### config.mk
export PLATFORM = sky130hd
export DESIGN_NAME = ir_tx_scheduler_flat
export DESIGN_NICKNAME = d
export VERILOG_FILES = /design/src/rtl/ir_tx_scheduler_if.sv /design/src/rtl/ir_tx_scheduler.sv /design/src/flat_wrapper.sv
export SDC_FILE = /design/constraint.sdc
export NUM_CORES = 1
export LEC_CHECK = 0
export ABC_AREA = 1
export CELL_PAD_IN_SITES_DETAIL_PLACEMENT = 0
export CELL_PAD_IN_SITES_GLOBAL_PLACEMENT = 1
export CORE_ASPECT_RATIO = 0.9
export CORE_MARGIN = 2
export CORE_UTILIZATION = 34
export DETAILED_ROUTE_END_ITERATION = 8
export PLACE_DENSITY = 0.86
export REMOVE_ABC_BUFFERS = 1
export SYNTH_ARGS = -nofsm -noshare
export SYNTH_HDL_FRONTEND = slang
export SYNTH_SLANG_ARGS = --single-unit
### constraint.sdc
create_clock -name clk -period 5.8 [get_ports clk]
set_clock_uncertainty 0.2 [all_clocks]
set_input_delay 1.16 -clock clk [delete_from_list [all_inputs] [get_ports clk]]
set_output_delay 1.16 -clock clk [all_outputs]
set_load 0.03 [all_outputs]
### src/rtl/ir_tx_scheduler_if.sv
// Intake bus of the shared IR frame encoder: 32-bit command with a valid/ready handshake.
interface ir_tx_scheduler_if;
  logic [31:0] enc_cmd;
  logic        enc_valid;
  logic        enc_ready;

  modport master (output enc_cmd, output enc_valid, input enc_ready);
  modport slave  (input enc_cmd, input enc_valid, output enc_ready);
endinterface

### src/rtl/ir_tx_scheduler.sv
// Round-robin arbiter that feeds one IR frame encoder from NUM_REQ command sources,
// acknowledging each frame on completion and aborting stalled frames with a watchdog.
module ir_tx_scheduler #(
  parameter int NUM_REQ        = 4,
  parameter int ID_W           = 2,
  parameter int TIMEOUT_CYCLES = 8_000_000,
  parameter int TMO_W          = 24
) (
  input  logic                  clk,
  input  logic                  rst_n,
  input  logic                  enable_i,
  input  logic [NUM_REQ-1:0]    req_i,
  input  logic [NUM_REQ*32-1:0] req_cmd_i,
  output logic [NUM_REQ-1:0]    ack_o,
  output logic                  err_o,
  output logic                  busy_o,
  output logic [ID_W-1:0]       grant_id_o,
  ir_tx_scheduler_if.master     enc
);

  typedef enum logic [2:0] {
    S_IDLE      = 3'd0,
    S_ISSUE     = 3'd1,
    S_WAIT_DONE = 3'd2,
    S_DONE      = 3'd3,
    S_ABORT     = 3'd4
  } state_t;

  localparam logic [TMO_W-1:0] WD_LIMIT = TMO_W'(TIMEOUT_CYCLES - 1);
  localparam logic [ID_W-1:0]  LAST_REQ = ID_W'(NUM_REQ - 1);

  state_t             state_q, state_d;
  logic [ID_W-1:0]    ptr_q, ptr_d;
  logic [ID_W-1:0]    grant_id_q, grant_id_d;
  logic [31:0]        cmd_q, cmd_d;
  logic               valid_q, valid_d;
  logic               busy_q, busy_d;
  logic               err_q, err_d;
  logic [NUM_REQ-1:0] ack_q, ack_d;
  logic [TMO_W-1:0]   wd_q, wd_d, wd_inc_s;
  logic               found_s;
  logic [ID_W-1:0]    win_s;
  logic [31:0]        cmd_arr_s [NUM_REQ];

  for (genvar g = 0; g < NUM_REQ; g++) begin : g_cmd
    assign cmd_arr_s[g] = req_cmd_i[32*g +: 32];
  end

  // Round-robin pick: first asserted request strictly after the last granted one.
  always_comb begin
    int   idx;
    logic hit;
    found_s = 1'b0;
    win_s   = ptr_q;
    idx     = 0;
    hit     = 1'b0;
    for (int k = 1; k <= NUM_REQ; k++) begin
      idx     = (int'(ptr_q) + k >= NUM_REQ) ? int'(ptr_q) + k - NUM_REQ : int'(ptr_q) + k;
      hit     = req_i[ID_W'(idx)] && !found_s;
      win_s   = hit ? ID_W'(idx) : win_s;
      found_s = found_s | hit;
    end
  end

  // Frame sequencing, watchdog and the values of every registered output.
  always_comb begin
    state_d    = state_q;
    ptr_d      = ptr_q;
    grant_id_d = grant_id_q;
    cmd_d      = cmd_q;
    wd_d       = wd_q;
    ack_d      = '0;
    // Saturate so a transfer landing on the limit still lets the wait phase time out.
    wd_inc_s   = (wd_q == WD_LIMIT) ? wd_q : wd_q + TMO_W'(1);
    case (state_q)
      S_IDLE: begin
        if (enable_i && found_s) begin
          state_d    = S_ISSUE;
          ptr_d      = win_s;
          grant_id_d = win_s;
          cmd_d      = cmd_arr_s[win_s];
          wd_d       = '0;
        end else begin
          state_d = S_IDLE;
        end
      end
      S_ISSUE: begin
        wd_d = wd_inc_s;
        if (enc.enc_ready) begin
          state_d = S_WAIT_DONE;
        end else if (wd_q == WD_LIMIT) begin
          state_d = S_ABORT;
        end else begin
          state_d = S_ISSUE;
        end
      end
      S_WAIT_DONE: begin
        wd_d = wd_inc_s;
        if (enc.enc_ready) begin
          state_d = S_DONE;
        end else if (wd_q == WD_LIMIT) begin
          state_d = S_ABORT;
        end else begin
          state_d = S_WAIT_DONE;
        end
      end
      S_DONE:  state_d = S_IDLE;
      S_ABORT: state_d = S_IDLE;
      default: state_d = S_IDLE;
    endcase
    valid_d = (state_d == S_ISSUE);
    busy_d  = (state_d != S_IDLE);
    err_d   = (state_d == S_ABORT);
    if ((state_d == S_DONE) || (state_d == S_ABORT)) begin
      ack_d[grant_id_d] = 1'b1;
    end else begin
      ack_d = '0;
    end
  end

  // State and output registers.
  always_ff @(posedge clk or negedge rst_n) begin
    if (!rst_n) begin
      state_q    <= S_IDLE;
      ptr_q      <= LAST_REQ;
      grant_id_q <= LAST_REQ;
      cmd_q      <= 32'h0000_0000;
      valid_q    <= 1'b0;
      busy_q     <= 1'b0;
      err_q      <= 1'b0;
      ack_q      <= '0;
      wd_q       <= '0;
    end else begin
      state_q    <= state_d;
      ptr_q      <= ptr_d;
      grant_id_q <= grant_id_d;
      cmd_q      <= cmd_d;
      valid_q    <= valid_d;
      busy_q     <= busy_d;
      err_q      <= err_d;
      ack_q      <= ack_d;
      wd_q       <= wd_d;
    end
  end

  assign ack_o         = ack_q;
  assign err_o         = err_q;
  assign busy_o        = busy_q;
  assign grant_id_o    = grant_id_q;
  assign enc.enc_cmd   = cmd_q;
  assign enc.enc_valid = valid_q;

endmodule

### src/flat_wrapper.sv
// flat-port wrapper written by rule: the top's interface ports become plain ports
module ir_tx_scheduler_flat 
#(
  parameter int NUM_REQ        = 4,
  parameter int ID_W           = 2,
  parameter int TIMEOUT_CYCLES = 8_000_000,
  parameter int TMO_W          = 24
)
  (clk, rst_n, enable_i, req_i, req_cmd_i, ack_o, err_o, busy_o, grant_id_o, enc_enc_cmd, enc_enc_valid, enc_enc_ready);
  ir_tx_scheduler_if enc_i ();
  input  logic clk;
  input  logic rst_n;
  input  logic enable_i;
  input  logic [NUM_REQ-1:0] req_i;
  input  logic [NUM_REQ*32-1:0] req_cmd_i;
  output logic [NUM_REQ-1:0] ack_o;
  output logic err_o;
  output logic busy_o;
  output logic [ID_W-1:0] grant_id_o;
  output wire logic [$bits(enc_i.enc_cmd)-1:0] enc_enc_cmd;
  output wire logic [$bits(enc_i.enc_valid)-1:0] enc_enc_valid;
  input wire logic [$bits(enc_i.enc_ready)-1:0] enc_enc_ready;
  assign enc_enc_cmd = enc_i.enc_cmd;
  assign enc_enc_valid = enc_i.enc_valid;
  assign enc_i.enc_ready = enc_enc_ready;
  ir_tx_scheduler #(.NUM_REQ(NUM_REQ), .ID_W(ID_W), .TIMEOUT_CYCLES(TIMEOUT_CYCLES), .TMO_W(TMO_W)) u_core (.clk(clk), .rst_n(rst_n), .enable_i(enable_i), .req_i(req_i), .req_cmd_i(req_cmd_i), .ack_o(ack_o), .err_o(err_o), .busy_o(busy_o), .grant_id_o(grant_id_o), .enc(enc_i));
endmodule
==> impl_metrics.py <==
metrics = {
    "outcome": {
        "status": "finished clean",
    },
    "job": {
        "drv_cap": 0,
    },
    "worst_hold_path": {
        "hold_class": "register to register",
    },
    "grt": {
        "grt_pass1_wl_mm": 26.3,
        "grt_overflow": 0,
        "grt_max_degree": 81,
        "grt_usage_pct": 20.5,
        "grt_pass1_vias": 5257,
        "met3_usage_pct": 5.11,
        "use_met1_pct": 26.2,
        "grt-busiest-layer": "met2",
        "antenna_found_initial": 0,
        "use_met2_pct": 34.9,
    },
    "worst_setup_path": {
        "path_max_fanout": 80,
        "critPathCaptureType": "register",
        "startpoint_type": "primary input",
        "worstSetupPathType": "primary input to register",
        "cp.arrival_ps": 4190,
        "crit_required_ps": 5850,
    },
    "drt": {
        "drt.antenna.violating_nets": 0,
        "dr_total_vias": 5340,
        "drt_iter0_drc": 288,
        "drc": 0,
        "dr.pass1.iters": 5,
        "wirelength_mm": 15.7,
        "vias_per_cell": 4.61,
        "wire_per_inst_um": 13.6,
    },
    "clocking": {
        "cts_made_buffers": 9,
        "postCtsHoldBufs": 0,
        "clock_latency_ps": 330,
        "clock_sinks": 70,
        "clk_pin_slew_ps": 60,
        "cts_root_buffer": "clkbuf_16",
        "cts_tree": "yes",
        "cts_setup_buffers": 0,
        "cts.htree.levels": 3,
        "post_cts_resized": 0,
        "clockBufferDepth": 2,
    },
    "finish": {
        "layout_commonest_cell": "nand2_1",
        "final_util_pct": 49.0,
        "synthToLayoutAreaGrowth_pct": 41.3,
        "final_layout_size_suffix_gt1_share_pct": 5.10,
        "final_cell_mix": "nand2_1 (278), clkdlybuf4s50_1 (175), inv_1 (142)",
        "diodes": 0,
        "nets": 1093,
    },
    "yosys": {
        "synth.cell_area_um2": 5080,
        "synthMuxAreaShare_pct": 0,
        "synth-compound-area-share_pct": 2.96,
        "ys_ff_latch": 70,
        "synth.distinct_cells": 34,
        "synthAdderAreaFrac_pct": 0.246,
        "synth-xor-area-share_pct": 2.93,
        "syn_avg_cell_area_um2": 6.37,
        "yosys.area_share.simple_pct": 44.1,
        "ys_warn_count": 0,
        "yosysSeqAreaShare_pct": 34.6,
        "synth_top_family_by_area": "simple AND/OR/NAND/NOR gates",
        "syn-instance-count": 798,
    },
    "power": {
        "p_leak_nw": 3.64,
        "cellPowerDensity_nw_per_um2": 490,
        "peakVddDrop_v": 0.000281,
    },
    "sta": {
        "setup_viol": 0,
        "slew_headroom_pct": 40.1,
        "rsz0062_at_grt": "no",
        "drv_slew": 0,
        "fmax_mhz": 242,
        "final-hold-violation-count": 0,
        "finalHoldWorstSlack_ps": 279,
        "fin_crit_sh_pct": 71.4,
        "fin_crit_ps": 4140,
        "tightestPinTransition_ps": 899,
        "fin_setup_tns_ps": 0,
    },
    "die": {
        "die_y_um": 120,
        "fp.dieW_um": 133,
        "initial_utilization_pct": 34.6,
        "rows": 42,
        "ios": 177,
        "dieArea_um2": 15900,
        "coreArea_um2": 14700,
    },
    "placement": {
        "routabilityCongestion": 0.840,
        "dpl.hpwl_mm": 11.7,
        "port-buffer-count": 176,
    },
}
## report_power, final
group          leakage [nW]  switching, mW  internal [mW]
logic                  2.60           1.43          0.731
registers             0.903          0.137          0.671
clock network         0.134          0.212          0.331
total                  3.64           1.78           1.73
## final cells by class
class / count / area, µm²
Fill cell: 1484 / 7480
Multi-Input combinational cell: 548 / 2550
Timing Repair Buffer: 178 / 1770
Sequential cell: 70 / 1760
Inverter: 149 / 559
Tap cell: 198 / 248
Clock buffer: 10 / 229
Clock inverter: 6 / 62.6
## final timing paths
kind / startpoint / end / slack, ps / cells after the start
max: req_i[2] / u_core.ack_o[2]$_DFF_PN0_ / 1660 / 11
min: u_core.enc.enc_cmd[21]$_DFFE_PN0P_ / u_core.enc.enc_cmd[21]$_DFFE_PN0P_ / 280 / 2
max reg2reg: u_core.ptr_q[0]$_DFFE_PN1P_ / u_core.ack_o[2]$_DFF_PN0_ / 2190 / 10
min reg2reg: u_core.enc.enc_cmd[21]$_DFFE_PN0P_ / u_core.enc.enc_cmd[21]$_DFFE_PN0P_ / 280 / 2
max in group asynchronous: rst_n / u_core.enc.enc_cmd[7]$_DFFE_PN0P_ / 4070 / 1
min in group asynchronous: rst_n / u_core.wd_q[16]$_DFFE_PN0P_ / 760 / 1
## cells by family (layout without fill, tap and decap cells)
logic type	count (synthesis)	count (layout)
buf+inv	180	343
fa+ha+maj	1	1
xor+xnor	17	17
flops	70	70
compound gates	27	27
simple gates	503	503
## worst max-delay path, cell delays in order
cell and delay, ps:
clkdlybuf4s50_1 550, nand2_1 70, nand2_1 90, nand2_1 70, nand2_2 100, nand4_4 460
nand2_4 810, inv_2 340, nand2_1 200, nand3_1 110, nor2_1 150
## layer usage
layer / routed length [µm] / share of wire [%]
met1: 7110 / 45
met2: 7430 / 47
met5: 0 / 0
met4: 220 / 1.4
met3: 988 / 6.3
## per-stage QoR
step	area [µm²]	cells	power [mW]	worst slack [ps]
floorplan	4870	767	2.20	2580
global placement	6890	1143	2.99	1400
detailed placement	6890	1143	2.99	1370
CTS	7180	1159	3.55	1740
global route	7180	1159	3.83	1340
finish	7180	1159	3.52	1660
## synth_stat cells (all sizes together)
master / number / area, µm²
a21oi: 2 / 10.0
a31oi: 1 / 6.26
buf: 28 / 203
clkbuf: 3 / 11.3
clkinv: 2 / 7.51
dfrtp: 66 / 1650
dfstp: 4 / 105
ha: 1 / 12.5
inv: 147 / 552
nand2: 287 / 1110
nand3: 136 / 696
nand4: 6 / 58.8
nor2: 43 / 183
nor3: 12 / 71.3
nor3b: 1 / 7.51
nor4: 2 / 12.5
o211ai: 1 / 7.51
o21ai: 23 / 126
or2: 16 / 100
xnor2: 7 / 61.3
xor2: 10 / 87.6
## sequential cells by signal (all words and copies together), names as in the netlist
register              flops
u_core.ack_o              4
u_core.busy_o             1
u_core.enc.enc_cmd       32
u_core.enc.enc_valid      1
u_core.err_o              1
u_core.grant_id_o         2
u_core.ptr_q              2
u_core.state_q            3
u_core.wd_q              24
Power figures use the tool's default switching activity.
